**src/rtl/wb_writeback.sv**
```systemverilog
// MIPS write-back stage: 2-entry result buffer that feeds the register-file write port.
// Optional `WB_BYPASS_EN exposes the youngest pending register write to decode.
module wb_writeback #(
    parameter int DATA_W = 32,
    parameter int ADDR_W = 5
) (
    input  logic              clk,
    input  logic              rst_n,
    input  logic              in_valid,
    output logic              in_ready,
    input  logic              in_reg_write,
    input  logic              in_mem_to_reg,
    input  logic [ADDR_W-1:0] in_dest,
    input  logic [DATA_W-1:0] in_alu_result,
    input  logic [DATA_W-1:0] in_mem_data,
    input  logic [1:0]        in_load_size,
    input  logic              in_load_signed,
    input  logic [1:0]        in_byte_off,
    output logic              rf_we,
    output logic [ADDR_W-1:0] rf_waddr,
    output logic [DATA_W-1:0] rf_wdata,
    input  logic              rf_ack,
`ifdef WB_BYPASS_EN
    output logic              byp_valid,
    output logic [ADDR_W-1:0] byp_addr,
    output logic [DATA_W-1:0] byp_data,
`endif
    output logic [31:0]       retire_count
);

    logic              eff_q  [2];
    logic [ADDR_W-1:0] dest_q [2];
    logic [DATA_W-1:0] data_q [2];

    logic        rd_ptr_q, rd_ptr_d;
    logic        wr_ptr_q, wr_ptr_d;
    logic [1:0]  cnt_q, cnt_d;
    logic [31:0] retire_q, retire_d;

    logic [DATA_W-1:0] fmt_data;
    logic [15:0]       half_sel;
    logic [7:0]        byte_sel;
    logic              in_eff;
    logic              head_eff;
    logic              push;
    logic              pop;

    // Load extraction and extension are done once, at enqueue.
    always_comb begin
        half_sel = in_byte_off[1] ? in_mem_data[31:16] : in_mem_data[15:0];
        byte_sel = in_mem_data[8*in_byte_off +: 8];
        fmt_data = in_alu_result;
        if (in_mem_to_reg) begin
            case (in_load_size)
                2'b01:   fmt_data = {{(DATA_W-16){in_load_signed & half_sel[15]}}, half_sel};
                2'b10:   fmt_data = {{(DATA_W-8){in_load_signed & byte_sel[7]}}, byte_sel};
                default: fmt_data = in_mem_data;
            endcase
        end
    end

    // Writes to r0 are folded into a single "effective" flag so the head logic stays simple.
    assign in_eff   = in_reg_write && (in_dest != '0);
    assign in_ready = (cnt_q != 2'd2);
    assign push     = in_valid && in_ready;
    assign head_eff = (cnt_q != 2'd0) && eff_q[rd_ptr_q];
    assign pop      = (cnt_q != 2'd0) && (!head_eff || rf_ack);

    always_comb begin
        cnt_d    = cnt_q + {1'b0, push} - {1'b0, pop};
        rd_ptr_d = pop  ? ~rd_ptr_q : rd_ptr_q;
        wr_ptr_d = push ? ~wr_ptr_q : wr_ptr_q;
        retire_d = pop  ? retire_q + 32'd1 : retire_q;
    end

    always_ff @(posedge clk or negedge rst_n) begin
        if (!rst_n) begin
            cnt_q    <= 2'd0;
            rd_ptr_q <= 1'b0;
            wr_ptr_q <= 1'b0;
            retire_q <= 32'd0;
        end else begin
            cnt_q    <= cnt_d;
            rd_ptr_q <= rd_ptr_d;
            wr_ptr_q <= wr_ptr_d;
            retire_q <= retire_d;
        end
    end

    // Slot payload needs no reset: it is only visible when the slot is occupied.
    for (genvar gi = 0; gi < 2; gi++) begin : g_slot
        always_ff @(posedge clk) begin
            if (push && (wr_ptr_q == gi[0])) begin
                eff_q[gi]  <= in_eff;
                dest_q[gi] <= in_dest;
                data_q[gi] <= fmt_data;
            end
        end
    end

    assign rf_we        = head_eff;
    assign rf_waddr     = head_eff ? dest_q[rd_ptr_q] : '0;
    assign rf_wdata     = head_eff ? data_q[rd_ptr_q] : '0;
    assign retire_count = retire_q;

`ifdef WB_BYPASS_EN
    logic young_eff;
    logic tail_idx;

    // With two entries the tail is the younger one and takes priority over the head.
    assign tail_idx  = ~rd_ptr_q;
    assign young_eff = (cnt_q == 2'd2) && eff_q[tail_idx];
    assign byp_valid = young_eff || head_eff;
    assign byp_addr  = young_eff ? dest_q[tail_idx] : (head_eff ? dest_q[rd_ptr_q] : '0);
    assign byp_data  = young_eff ? data_q[tail_idx] : (head_eff ? data_q[rd_ptr_q] : '0);
`endif

endmodule

```
**config.mk**
```make
export PLATFORM = sky130hd
export DESIGN_NAME = wb_writeback
export DESIGN_NICKNAME = d
export VERILOG_FILES = /design/src/rtl/wb_writeback.sv
export SDC_FILE = /design/constraint.sdc
export NUM_CORES = 1
export LEC_CHECK = 0
export CAP_MARGIN = 20
export CORE_ASPECT_RATIO = 0.7
export CORE_MARGIN = 3
export CORE_UTILIZATION = 30
export CTS_BUF_LIST = sky130_fd_sc_hd__clkbuf_4
export DETAILED_ROUTE_END_ITERATION = 10
export GPL_TIMING_DRIVEN = 0
export PLACE_DENSITY = 0.63
export SLEW_MARGIN = 25
export SYNTH_ARGS = -nofsm -noshare
export SYNTH_HDL_FRONTEND = slang
export SYNTH_SLANG_ARGS = --single-unit
```
**constraint.sdc**
```tcl
create_clock -name clk -period 4.5 [get_ports clk]
set_clock_uncertainty 0.1 [all_clocks]
set_input_delay 0.675 -clock clk [delete_from_list [all_inputs] [get_ports clk]]
set_output_delay 0.675 -clock clk [all_outputs]
set_load 0.05 [all_outputs]
```
== After elaboration in Yosys (flattened, before gate mapping) ==
Memory sizes are Yosys's and may differ from the RTL's.
Cells that the tools add are included.
Cells by class
  bitwise gates (word level): 4
  multiplexer cells: 18
  shift-type cells: 1
  add/sub/neg operators: 3
  reduce and logical (&&, ||, !) cells: 13
  equality and inequality tests: 3
Operators with widths (number)
  $mux 32: 3
  $pmux 32 s2: 1
  $add 32x1->32 const B: 1
  $reduce_or 32->1: 1
  $shiftx 32x6->8: 1
  $mux 16: 1
  $mux 1: 11
  $mux 5: 2
  $logic_and 1x1->1: 6
  $reduce_bool 5->1: 1
  $reduce_or 5->1: 1
  $add 2x1->2: 1
  $and 1x1->1: 2
  $eq 2x1->1 const B: 1
  $eq 2x2->1 const B: 1
  $ne 2x2->1 const B: 1
  $not 1->1: 2
  $reduce_bool 2->1: 1
  $sub 2x1->2: 1
  $logic_not 1->1: 1
  $logic_or 1x1->1: 1
  $reduce_or 1->1: 1
Storage, ports and cells
  output and inout port bits: 71
  memories kept: 3
  bits of input ports: 80
  logic and storage cells: 49
  RAM bits: 76
  register bits: 36
Memories
  data_q: depth 2, width 32, rd ports 1, clocked after memory_dff 0, wr ports 1, line 33  | logic [DATA_W-1:0] data_q [2];
  dest_q: depth 2, width 5, rd ports 1, clocked after memory_dff 0, wr ports 1, line 32  | logic [ADDR_W-1:0] dest_q [2];
  eff_q: depth 2, width 1, rd ports 1, clocked after memory_dff 0, wr ports 1, line 31  | logic eff_q [2];

== Depth between registers and ports, before layout ==
Gate-level depths: netlist of the first run.
  depth after elaboration: 7
  mapped depth: 9
  depth with buffers taken out: 8

== Worst setup path after synthesis of the first run ==
No wires, ideal clock.
  path type: flip-flop to flip-flop
  start point: register cnt_q[0]
  end point: memory data_q[0][0], enable pin
  buffers on the path: 0
  data required time: 3.967 ns
  cell stages (with the launch flop): 4
  data arrival time: 2.653 ns
  path slack: 1.314 ns
  period minus slack after synthesis: 3.186 ns
  path through: dfrtp_1 > nand2b_1 > nand2_1 > nor2_1
Between the ends
  cells in the longest elaborated chain, start to end: 7
  elaborated cells between the ends (all ways): 11
RTL lines
  start, declared: line 37  | logic [1:0] cnt_q, cnt_d;
  start signal, assigned: line 83  | cnt_q <= cnt_d;
  $ne 2x2->1 *: line 64  | assign in_ready = (cnt_q != 2'd2);
  net in_ready: line 10  | output logic in_ready,
  $logic_and 1x1->1 *: line 65  | assign push = in_valid && in_ready;
  $logic_and 1x1->1: line 93  | if (push && (wr_ptr_q == gi[0])) begin
  $mux 1: line 93
  $mux 1 (implied by the code): line 96  | data_q[gi] <= fmt_data;
  $reduce_or 32->1 (no line)
  $mux 1 (no line)
  end, declared: line 33
Mark *: on every way through the listed nets, which the timed path passes. The rest lies on a longest branch.

== Worst setup path in the final report of the first run ==
  start point: register rd_ptr_q
  end point: output rf_wdata[18]
Between the ends
  cells in the longest elaborated chain, start to end: 3
  elaborated cells between the ends (all ways): 4
RTL lines
  start, declared: line 35  | logic rd_ptr_q, rd_ptr_d;
  start signal, assigned: line 84  | rd_ptr_q <= rd_ptr_d;
  $mem_v2 2x1
  $logic_and 1x1->1: line 66  | assign head_eff = (cnt_q != 2'd0) && eff_q[rd_ptr_q];
  $mux 32 *: line 103  | assign rf_wdata = head_eff ? data_q[rd_ptr_q] : '0;
  end, declared: line 21  | output logic [DATA_W-1:0] rf_wdata,
Every way passes the cells marked *; elsewhere a longest branch is shown, timed or not.

==> summary.md, run 1 <==
| Metric | Value |
|---|---|
| Placed cells | `around 850` |
| Crit path time final | `just over 4000 ps` |
| Cell area after synthesis | `between 0.005 and 0.006 mm^2` |
| Floorplan core area | `0.0173 mm^2` |
| LEAKAGE | `2.80 nW` |
| Status | `complete, no violations` |
| Final Hold Viols | `0` |
| DRT Wirelength | `around 16000 um` |
| Post-detailed-route via-to-cell ratio | `between 4 and 5` |
| Synth top area cells | `edfxtp_1 (43%), dfrtp_1 (17%), mux2i_1 (7.5%)` |
| Hold WS | `between 400 and 500 ps` |
| Worst path cell trace | `mux2_4, o21ai_0, clkbuf_1, buf_1, nor2_1, clkdlybuf4s50_1` |
| Syn Inst Count | `between 400 and 500` |
| Primary FF master, synth | `edfxtp_1` |
| Max-cap violations | `0` |
| Setup tns final | `0 ps` |
| PnR worst setup slack | `roughly 430 ps` |
| Post-DR wirelength/cell | `about 18 um` |
| Drt drc | `0` |
| Largest net degree at the start of global routing | `28` |
| Number of enable flip-flop cells after synthesis | `76` |
| Antenna violations before repair | `0` |
| CP max FO | `10` |
| Clock-pin slew on the worst setup and hold paths | `160 ps` |
| Count leader, synth | `edfxtp_1` |
| TritonCTS buffer count | `9` |
| Die Height | `118 um` |
| Yosys warnings | `0` |
| Fraction of layout cells with a size suffix above 1 | `0.0633` |
| CTS tree | `done` |
| CTS H-Tree Depth | `3` |
| Cells on worst reg2reg path | `8` |
| I/O pin cnt | `approximately 150` |
| Yosys top cell area share | `0.427` |
| Clock Sinks | `between 100 and 150` |
| Non-filler instance count after layout | `about 860` |
| Crit Path Class | `reg2out` |
| Vias | `about 4200` |
| DRT antenna net count | `0` |
| Worst min path class | `reg2reg` |
| Placer Congestion | `around 0.90` |
| Slowest-stage cell, CP | `clkdlybuf4s50_1` |
| Die area | `about 0.02 mm^2` |
| Top achievable clock speed | `246 MHz` |
| Async SR Flop Fraction | `0.321` |
| Cell taking the most area after synthesis | `edfxtp_1` |
| Die Span X | `approximately 170 um` |
| Cell Pwr Density | `between 500 and 600 mW/mm^2` |
| Worst slew pin tran | `between 800 and 900 ps` |
| # diodes | `0` |
| Avg Cell Area, Syn | `between 10 and 15 um^2` |
| Slew Limit Fails | `0` |
| Crit end category | `primary output` |
| RSZ-0062 raised after global routing | `false` |
| CTS root buf | `clkbuf_4` |
| PostCTS Resize Cnt | `0` |
| CP startpoint kind | `register` |
| Clk_lat worst skew | `470 ps` |
| Unique masters post-synth | `38` |
| CP required | `between 3000 and 4000 ps` |
| CP max stage delay | `750 ps` |
| Worst VDD drop | `slightly above 0.3 mV` |
| DRT iter0 DRCs | `~240` |
| CTS Hold Bufs | `1` |
| Gr ovfl total | `0` |
| Starting density of the core | `0.309` |
| Final Net Count | `approximately 700` |
| Area Growth Syn to Fin | `37.5%` |
| Post-synth top cells | `edfxtp_1 (76), nor2_1 (68), nand2_1 (45)` |
| Slew headroom | `0.412` |
| Final period util | `0.904` |
| Worst slack, placed | `a little under 900 ps` |
| Flop2flop setup slack | `between 2000 and 2500 ps` |
| First-pass GRT wire length | `around 24000 um` |
| Syn_nets | `548` |
| Post CTS Setup Buffer Count | `0` |
| Hold Path Stages | `1` |
| Number of global-route vias before repair | `between 4000 and 5000` |
| Hpwl dp | `between 10000 and 15000 um` |
| Number of I/O port buffers | `roughly 150` |
| Max clock buf depth | `2` |
| Setup violators final | `0` |
| Arr. time, crit path | `around 3300 ps` |
| Post-synthesis register bit count | `112` |
| Seq/Total Area, Yosys | `0.595` |
| Finished Core Util | `0.425` |
| All-Layer GR Usage | `0.166` |
| DR pass1 iterations | `4` |
| Core Rows | `40` |
==> path summary, 6_finish.rpt <==
check                                  from          endpoint
min in group asynchronous             rst_n  retire_count[12]
setup reg to reg                   cnt_q[1]          cnt_q[1]
hold reg to reg            retire_count[15]  retire_count[15]
hold / removal             retire_count[15]  retire_count[15]
max in group asynchronous             rst_n   retire_count[7]
setup / recovery                   rd_ptr_q      rf_wdata[18]
==> per-stage QoR <==
stage	total power [mW]	instance area, um^2
2_1_floorplan	2.81	5350
3_3_place_gp	3.52	7120
3_5_place_dp	3.60	7230
4_1_cts	4.06	7350
5_1_grt	4.23	7350
6_report	4.01	7350
==> area by class of cell <==
cell class / instances / area [um^2]
Fill cell: 1663 / 9960
Sequential cell: 112 / 3180
Multi-Input combinational cell: 316 / 2040
Timing Repair Buffer: 153 / 1590
Tap cell: 231 / 289
Buffer: 25 / 101
Clock buffer: 10 / 75.1
Clock inverter: 6 / 43.8
Inverter: 10 / 37.5
==> power breakdown <==
| part | switching (mW) | total, mW | leakage, nW | internal, mW |
|---|---|---|---|---|
| sequential | 0.0979 | 1.45 | 1.18 | 1.36 |
| clock | 0.334 | 0.459 | 0.0744 | 0.125 |
| combinational | 1.37 | 2.09 | 1.54 | 0.725 |
| total | 1.80 | 4.01 | 2.80 | 2.21 |
==> critical path: cells and delay by family (launching register included) <==
| family | cells | cell delay [ps] |
|---|---|---|
| flip-flops | 1 | 440 |
| multiplexers | 1 | 350 |
| AND/OR/NAND/NOR | 1 | 180 |
| AO/OA/AOI/OAI | 1 | 120 |
| buffers and inverters | 3 | 1730 |
==> registers in the layout, indices dropped and copies added (netlist names) <==
name          count
dest_q           10
rd_ptr_q          1
wr_ptr_q          1
cnt_q             2
retire_count     32
eff_q             2
data_q           64
==> cell families (layout without fill, tap and decap cells) <==
logic type               after synthesis  after routing  synth area share
adder cells (fa/ha/maj)                5              5            0.0117
XOR/XNOR                              35             35            0.0573
buffers and inverters                 35            204            0.0260
AO/OA/AOI/OAI                         72             72            0.0894
multiplexers                          48             48            0.0924
flip-flops                           112            112             0.595
AND/OR/NAND/NOR                      156            156             0.128
==> metal layers <==
metal	global-route usage	wire (um)	vias up
li1	-	-	1971
met1	0.229	7420	2028
met2	0.253	6940	178
met3	0.0454	1110	19
met4	0.0540	302	0
met5	0	0	-
==> placed cells by master, fill, tap and decap left out, types with 2 or more instances in the layout <==
| cell type | n |
|---|---|
| nand3_1 | 11 |
| inv_1 | 11 |
| and2_1 | 2 |
| a21oi_1 | 31 |
| nand4_1 | 7 |
| buf_16 | 3 |
| dfrtp_1 | 36 |
| clkbuf_4 | 10 |
| ha_1 | 5 |
| o2bb2ai_1 | 8 |
| nor3_1 | 2 |
| nand2b_1 | 9 |
| a211oi_4 | 2 |
| buf_2 | 7 |
| mux2_2 | 7 |
| clkbuf_1 | 15 |
| buf_1 | 4 |
| nor2_1 | 67 |
| and3_1 | 5 |
| xnor2_1 | 29 |
| clkdlybuf4s50_1 | 147 |
| mux2i_1 | 40 |
| o21ai_0 | 10 |
| edfxtp_1 | 76 |
| nand2_1 | 45 |
| a2bb2oi_1 | 7 |
| xor2_1 | 6 |
| o22ai_1 | 8 |
Power figures use the tool's default switching activity.
==> run 2: changes to the inputs <==
CTS_CLUSTER_DIAMETER = 80   (was unset)
==> results of run 2 <==
Final layout, timing and power as in run 1 (identical DEF).
==> run 3: changes to the inputs <==
CAP_MARGIN = unset   (was 20)
==> results of run 3 <==
Final layout, timing and power as in run 1 (identical DEF).
